[config.mk]
export PLATFORM = sky130hd
export DESIGN_NAME = add_round_key_serial_flat
export DESIGN_NICKNAME = d
export VERILOG_FILES = /design/src/rtl/add_round_key_serial_if.sv /design/src/rtl/add_round_key_serial.sv /design/src/flat_wrapper.sv
export SDC_FILE = /design/constraint.sdc
export NUM_CORES = 1
export LEC_CHECK = 0
export CAP_MARGIN = 5
export CORE_ASPECT_RATIO = 1.25
export CORE_MARGIN = 3
export CORE_UTILIZATION = 65
export DETAILED_ROUTE_END_ITERATION = 8
export DONT_BUFFER_PORTS = 1
export PLACE_DENSITY = 0.8
export SETUP_SLACK_MARGIN = 0.1
export SLEW_MARGIN = 25
export SYNTH_ARGS = -nofsm -noshare
export SYNTH_HDL_FRONTEND = slang
export SYNTH_SLANG_ARGS = --single-unit
[constraint.sdc]
create_clock -name clk -period 33.2 [get_ports clk]
set_input_delay 3.32 -clock clk [delete_from_list [all_inputs] [get_ports clk]]
set_output_delay 3.32 -clock clk [all_outputs]
set_load 0.005 [all_outputs]
[src/rtl/add_round_key_serial_if.sv]
// Operand/result handshake bundle for the serial AddRoundKey unit.
// The master side supplies operands and takes results.
interface add_round_key_serial_if #(
    parameter int BLOCK_W = 128
);
    logic               in_valid;
    logic               in_ready;
    logic [BLOCK_W-1:0] state_in;
    logic [BLOCK_W-1:0] key_in;
    logic               out_valid;
    logic               out_ready;
    logic [BLOCK_W-1:0] state_out;
    logic               busy;

    modport master (
        output in_valid, state_in, key_in, out_ready,
        input  in_ready, out_valid, state_out, busy
    );

    modport slave (
        input  in_valid, state_in, key_in, out_ready,
        output in_ready, out_valid, state_out, busy
    );
endinterface

[src/rtl/add_round_key_serial.sv]
// Word-serial AddRoundKey: XORs a captured state/key pair WORD_W bits
// per cycle, least significant word first, then holds the result.
module add_round_key_serial #(
    parameter int BLOCK_W = 128,
    parameter int WORD_W  = 32
) (
    input  logic clk,
    input  logic reset,
    add_round_key_serial_if.slave bus
);
    localparam int NWORDS = BLOCK_W / WORD_W;
    localparam int CNT_W  = (NWORDS > 1) ? $clog2(NWORDS) : 1;

    typedef enum logic [1:0] {
        IDLE = 2'd0,
        BUSY = 2'd1,
        DONE = 2'd2
    } state_e;

    state_e             state_q, state_d;
    logic [CNT_W-1:0]   cnt_q, cnt_d;
    logic [BLOCK_W-1:0] st_q, st_d;
    logic [BLOCK_W-1:0] key_q, key_d;
    logic [BLOCK_W-1:0] res_q, res_d;

    always_ff @(posedge clk or posedge reset) begin
        if (reset) begin
            state_q <= IDLE;
            cnt_q   <= '0;
            st_q    <= '0;
            key_q   <= '0;
            res_q   <= '0;
        end else begin
            state_q <= state_d;
            cnt_q   <= cnt_d;
            st_q    <= st_d;
            key_q   <= key_d;
            res_q   <= res_d;
        end
    end

    always_comb begin
        state_d = state_q;
        cnt_d   = cnt_q;
        st_d    = st_q;
        key_d   = key_q;
        res_d   = res_q;
        unique case (state_q)
            IDLE: begin
                if (bus.in_valid) begin
                    st_d    = bus.state_in;
                    key_d   = bus.key_in;
                    res_d   = '0;
                    cnt_d   = '0;
                    state_d = BUSY;
                end
            end
            BUSY: begin
                for (int i = 0; i < NWORDS; i++) begin
                    if (cnt_q == CNT_W'(i)) begin
                        res_d[i*WORD_W +: WORD_W] =
                            st_q[i*WORD_W +: WORD_W] ^
                            key_q[i*WORD_W +: WORD_W];
                    end
                end
                // Last word: park the counter at 0 instead of wrapping.
                if (cnt_q == CNT_W'(NWORDS - 1)) begin
                    cnt_d   = '0;
                    state_d = DONE;
                end else begin
                    cnt_d = cnt_q + CNT_W'(1);
                end
            end
            DONE: begin
                if (bus.out_ready) begin
                    state_d = IDLE;
                end
            end
            default: begin
                state_d = IDLE;
            end
        endcase
    end

    assign bus.in_ready  = (state_q == IDLE);
    assign bus.out_valid = (state_q == DONE);
    assign bus.busy      = (state_q != IDLE);
    assign bus.state_out = res_q;
endmodule

[src/flat_wrapper.sv]
// flat-port wrapper written by rule: the top's interface ports become plain ports
module add_round_key_serial_flat 
#(
    parameter int BLOCK_W = 128,
    parameter int WORD_W  = 32
)
  (clk, reset, bus_in_valid, bus_state_in, bus_key_in, bus_out_ready, bus_in_ready, bus_out_valid, bus_state_out, bus_busy);
  add_round_key_serial_if #(.BLOCK_W(BLOCK_W)) bus_i ();
  input  logic clk;
  input  logic reset;
  input wire logic [$bits(bus_i.in_valid)-1:0] bus_in_valid;
  input wire logic [$bits(bus_i.state_in)-1:0] bus_state_in;
  input wire logic [$bits(bus_i.key_in)-1:0] bus_key_in;
  input wire logic [$bits(bus_i.out_ready)-1:0] bus_out_ready;
  output wire logic [$bits(bus_i.in_ready)-1:0] bus_in_ready;
  output wire logic [$bits(bus_i.out_valid)-1:0] bus_out_valid;
  output wire logic [$bits(bus_i.state_out)-1:0] bus_state_out;
  output wire logic [$bits(bus_i.busy)-1:0] bus_busy;
  assign bus_i.in_valid = bus_in_valid;
  assign bus_i.state_in = bus_state_in;
  assign bus_i.key_in = bus_key_in;
  assign bus_i.out_ready = bus_out_ready;
  assign bus_in_ready = bus_i.in_ready;
  assign bus_out_valid = bus_i.out_valid;
  assign bus_state_out = bus_i.state_out;
  assign bus_busy = bus_i.busy;
  add_round_key_serial #(.BLOCK_W(BLOCK_W), .WORD_W(WORD_W)) u_core (.clk(clk), .reset(reset), .bus(bus_i));
endmodule
### Word level (Yosys, flattened, before mapping)

Cells that the tools add are included.

* bits in registers: 388
* output and inout port bits: 131

* add/subtract/negate cells: 1
* equality and inequality tests: 11
* multiplexer cells: 13
* bitwise operators: 4
* reduce and logical (&&, ||, !) cells: 11

Operators with widths (number)
* case mux 128 bit (2 select lines): 1
* 2-to-1 mux 128 bit: 1
* 2-to-1 mux 32 bit: 4
* XOR 32 bit: 4
* AND reduction 3 bit: 5
* 2-to-1 mux 2 bit: 5
* != test 2 x 1 -> 1 bit, second input constant: 4
* equality test 2 bit, second input constant: 3
* case mux 2 bit (3 select lines): 1
* equality test 2 x 1 -> 1 bit, second input constant: 2
* logical NOT 2 bit: 2
* != test 2 bit, second input constant: 2
* case mux 2 bit (2 select lines): 1
* AND reduction 2 bit: 2
* nonzero test 2 bit: 2
* adder 2 x 1 -> 2 bit, second input constant: 1

### Depth between registers and ports, before layout

* depth in word-level cells: 3
* gate-level depth with buffers: 6
* depth with buffers taken out: 5

### Least setup slack after synthesis

OpenSTA, ideal clock, no wires.

* path kind: input -> register
* from: input bus_in_valid
* to: register u_core.st_q[10]
* library setup time: 125 ps
* arrival time: 4366 ps
* data required time: 33075 ps
* setup slack: 28709 ps
* stages on the path: 5
* path buffers: 3
* path through: or3b_1 -> buf_2 -> buf_6 -> buf_2 -> mux2_2

* cells in the longest elaborated chain, start to end: 1

RTL lines
* start, declared: RTL line flat_wrapper.sv:11 `input wire logic [$bits(bus_i.in_valid)-1:0] bus_in_valid;`
* AND reduction 2 bit (no source line)
* end signal, assigned: RTL line add_round_key_serial.sv:36 `st_q <= st_d;`
* end, declared: RTL line add_round_key_serial.sv:22 `logic [BLOCK_W-1:0] st_q, st_d;`

No other way between the ends.
A chain may end at the register's enable or synchronous reset.

==> reports/summary.txt <==
Final Util = 0.726
Status = complete, no violations
Dpl cells = 1401
Startpoint Class = input pin
CTS Hold Bufs = 0
Most frequent cells in the layout = dfrtp_1 (388), mux2_2 (384), xnor2_1 (128), nor2_1 (128), clkbuf_16 (41)
Gate power share = 0.343
Pleak = 0.00772 µW
P per Cell Area = 113 nW/µm²
Initial DRC count = 267
DRT antenna net count = 0
FP Rows = 64
DR vias = 8437
Setup tns final = 0 ns
CP max FO = 114
Clk pwr share = 0.222
Rel. slew slack = 0.294
Critical Path Sink Type = async pin
Fmax = 178 MHz
IO Count = 391
Warning count from the yosys run = 0
Post-synthesis mux area share = 0.266
Synth-to-layout area growth = 9.60%
Inserted Clock Buffers = 38
Core Region = 24500 µm²
Min Tclk post-route = 5.63 ns
H-Tree Depth = 2
Max IR drop VDD = 0.0000702 V
Clk root buf = clkbuf_16
Via count of the first global-routing pass = 8983
Synthesis-stage register bit count = 388
Cells after Synth = 1114
Commonest non-fill, non-tap cell in the layout = dfrtp_1
P_int = 1400 µW
Via-to-Cell Ratio = 5.70
Synthesized Nets = 1378
Share of layout cells above drive strength 1 = 0.407
CTS resizes = 0
GRT Total Usage = 0.238
Hold violation total from the final report = 0
Least-Margin Pin Slew = 1.06 ns
CP required = 33.80 ns
Total global routing overflow = 0
RSZ-0062 raised after global routing = no
Maxcap violations = 0
Sw Share = 0.307
Register area share after synthesis = 0.598
WL per Instance = 21.8 µm
Die area = 26900 µm²
Crit-path most repeated cell = buf_4
Hold Startpoint = u_core.key_q[19]
Sequential power share = 0.435
Die Span Y = 183 µm
Yosys cell types = 19
CTS clk-pin slew, worst paths = 0.06 ns
Setup violations, final = 0
Adder-cell share of the synthesized area = 0.00308
Final Wtd Congestion = 0.764
Fin nets = 1375
Post-DP HPWL = 22.3 mm
Layout Cells excl Fill = 1479
Mapped Area = 16200 µm²
CTS Buffer Depth = 3
Drt drc = 0
Largest family of logic cells by synthesized area = multiplexers
Min-delay worst type = flip-flop to flip-flop
First-pass GRT wire length = 49.9 mm
Worst skew pair latency = 0.51 ns
Routed wire length = 32.3 mm
Number of port buffers = 0
Die Span X = 147 µm
Critical Path Source = reset
Max incr delay on CP = 0.85 ns
Avg Cell Area, Syn = 14.6 µm²
Final Worst Setup Slack = 27.57 ns
Launch point of the worst reg-to-reg path = u_core.state_q[1]
Initial antenna violation count = 21
TritonCTS clock tree = yes
Fillcell total = 1633
Worst-path cell chain = inv_8, buf_4, buf_4, buf_4
Final period util = 0.170
Crit path arrival time = 6.23 ns
Initial Util = 0.662
Slew Viols, Final = 0
Setup Buffers After CTS = 0
Number of detailed-route iterations in the first pass = 4
Slowest cell on the critical path = buf_4
Clk sink count = 388
Worst setup path class = input pin to async pin
Largest net degree at the start of global routing = 115
FF-to-FF setup slack = 30.09 ns
Complex-gate fraction of the synthesized area = 0.00285
Final clock skew = 0.0115 ns
Worst slack at placement = 26.83 ns
Simple-gate portion of the synthesized area = 0.0332
Post-synthesis xor/xnor area fraction = 0.0691
NetSw = 618 µW
layout make-up:
type / instances / area (µm²) / share of cell area
clock buffers: 58 / 1180 / 0.0663
flip-flops and latches: 388 / 9710 / 0.546
well taps: 330 / 413 / 0.0232
multi-input cells: 663 / 6140 / 0.345
repair buffers: 13 / 144 / 0.00809
inverters: 7 / 33.8 / 0.00190
diodes: 12 / 30.0 / 0.00169
clock inverters: 8 / 144 / 0.00809
Yosys cell counts:
| cell type | n | area share |
|---|---|---|
| or2_2 | 1 | 0.00039 |
| o2bb2ai_1 | 1 | 0.00054 |
| inv_1 | 7 | 0.0016 |
| clkbuf_1 | 7 | 0.0016 |
| dfrtp_1 | 388 | 0.60 |
| nand2_1 | 4 | 0.00092 |
| buf_2 | 26 | 0.0080 |
| o21ai_0 | 2 | 0.00062 |
| o31ai_1 | 1 | 0.00046 |
| xnor2_1 | 128 | 0.069 |
| nor2b_1 | 1 | 0.00039 |
| a21oi_1 | 4 | 0.0012 |
| nand2b_1 | 2 | 0.00077 |
| ha_1 | 4 | 0.0031 |
| buf_6 | 23 | 0.016 |
| nand3_1 | 2 | 0.00062 |
| or3b_1 | 1 | 0.00054 |
| mux2_2 | 384 | 0.27 |
| nor2_1 | 128 | 0.030 |
path summary, 6_finish.rpt:
path                                             to  cells after the start
max                        u_core.bus.state_out[42]                      4
min                                u_core.key_q[19]                      1
max reg2reg                        u_core.key_q[71]                      4
min reg2reg                        u_core.key_q[19]                      1
max in group clk                   u_core.key_q[71]                      4
min in group asynchronous          u_core.key_q[93]                      1
stage by stage:
stage	instance area (µm²)	hold WS (ns)	total power, µW
floorplan	16200	0.501	1440
global placement	16400	0.507	1540
detailed placement	16400	0.515	1580
CTS	17800	0.527	2040
global route	17800	0.532	2150
finish	17800	0.524	2010
power by group through the flow:
stage	Combinational, µW	Sequential, µW	Clock [µW]
floorplan	614	831	0
global placement	662	874	0
detailed placement	697	885	0
CTS	701	878	456
global route	764	905	476
finish	691	877	447
worst max-delay path: cells and delay by family:
family | cells | cell delay (ns)
buffers and inverters | 4 | 2.82
flip-flops by register name, summed over array words and instances (netlist names):
name / cells
u_core.st_q: 128
u_core.bus.state_out: 128
u_core.state_q: 2
u_core.cnt_q: 2
u_core.key_q: 128
metal layers:
layer | routed length, µm | track usage | vias up
met1 | 11600 | 0.271 | 4253
met4 | 1180 | 0.104 | 18
met3 | 3290 | 0.105 | 93
li1 | - | - | 3776
met5 | 100 | 0 | -
met2 | 16100 | 0.392 | 297
cells by family (layout without fill, tap and decap cells):
| group | Yosys count | in the layout |
|---|---|---|
| simple gates | 139 | 139 |
| flops | 388 | 388 |
| compound gates | 8 | 8 |
| other cells | 0 | 12 |
| fa+ha+maj | 4 | 4 |
| mux | 384 | 384 |
| xor+xnor | 128 | 128 |
| buf+inv | 63 | 86 |
(Power assumes the default switching activity.)
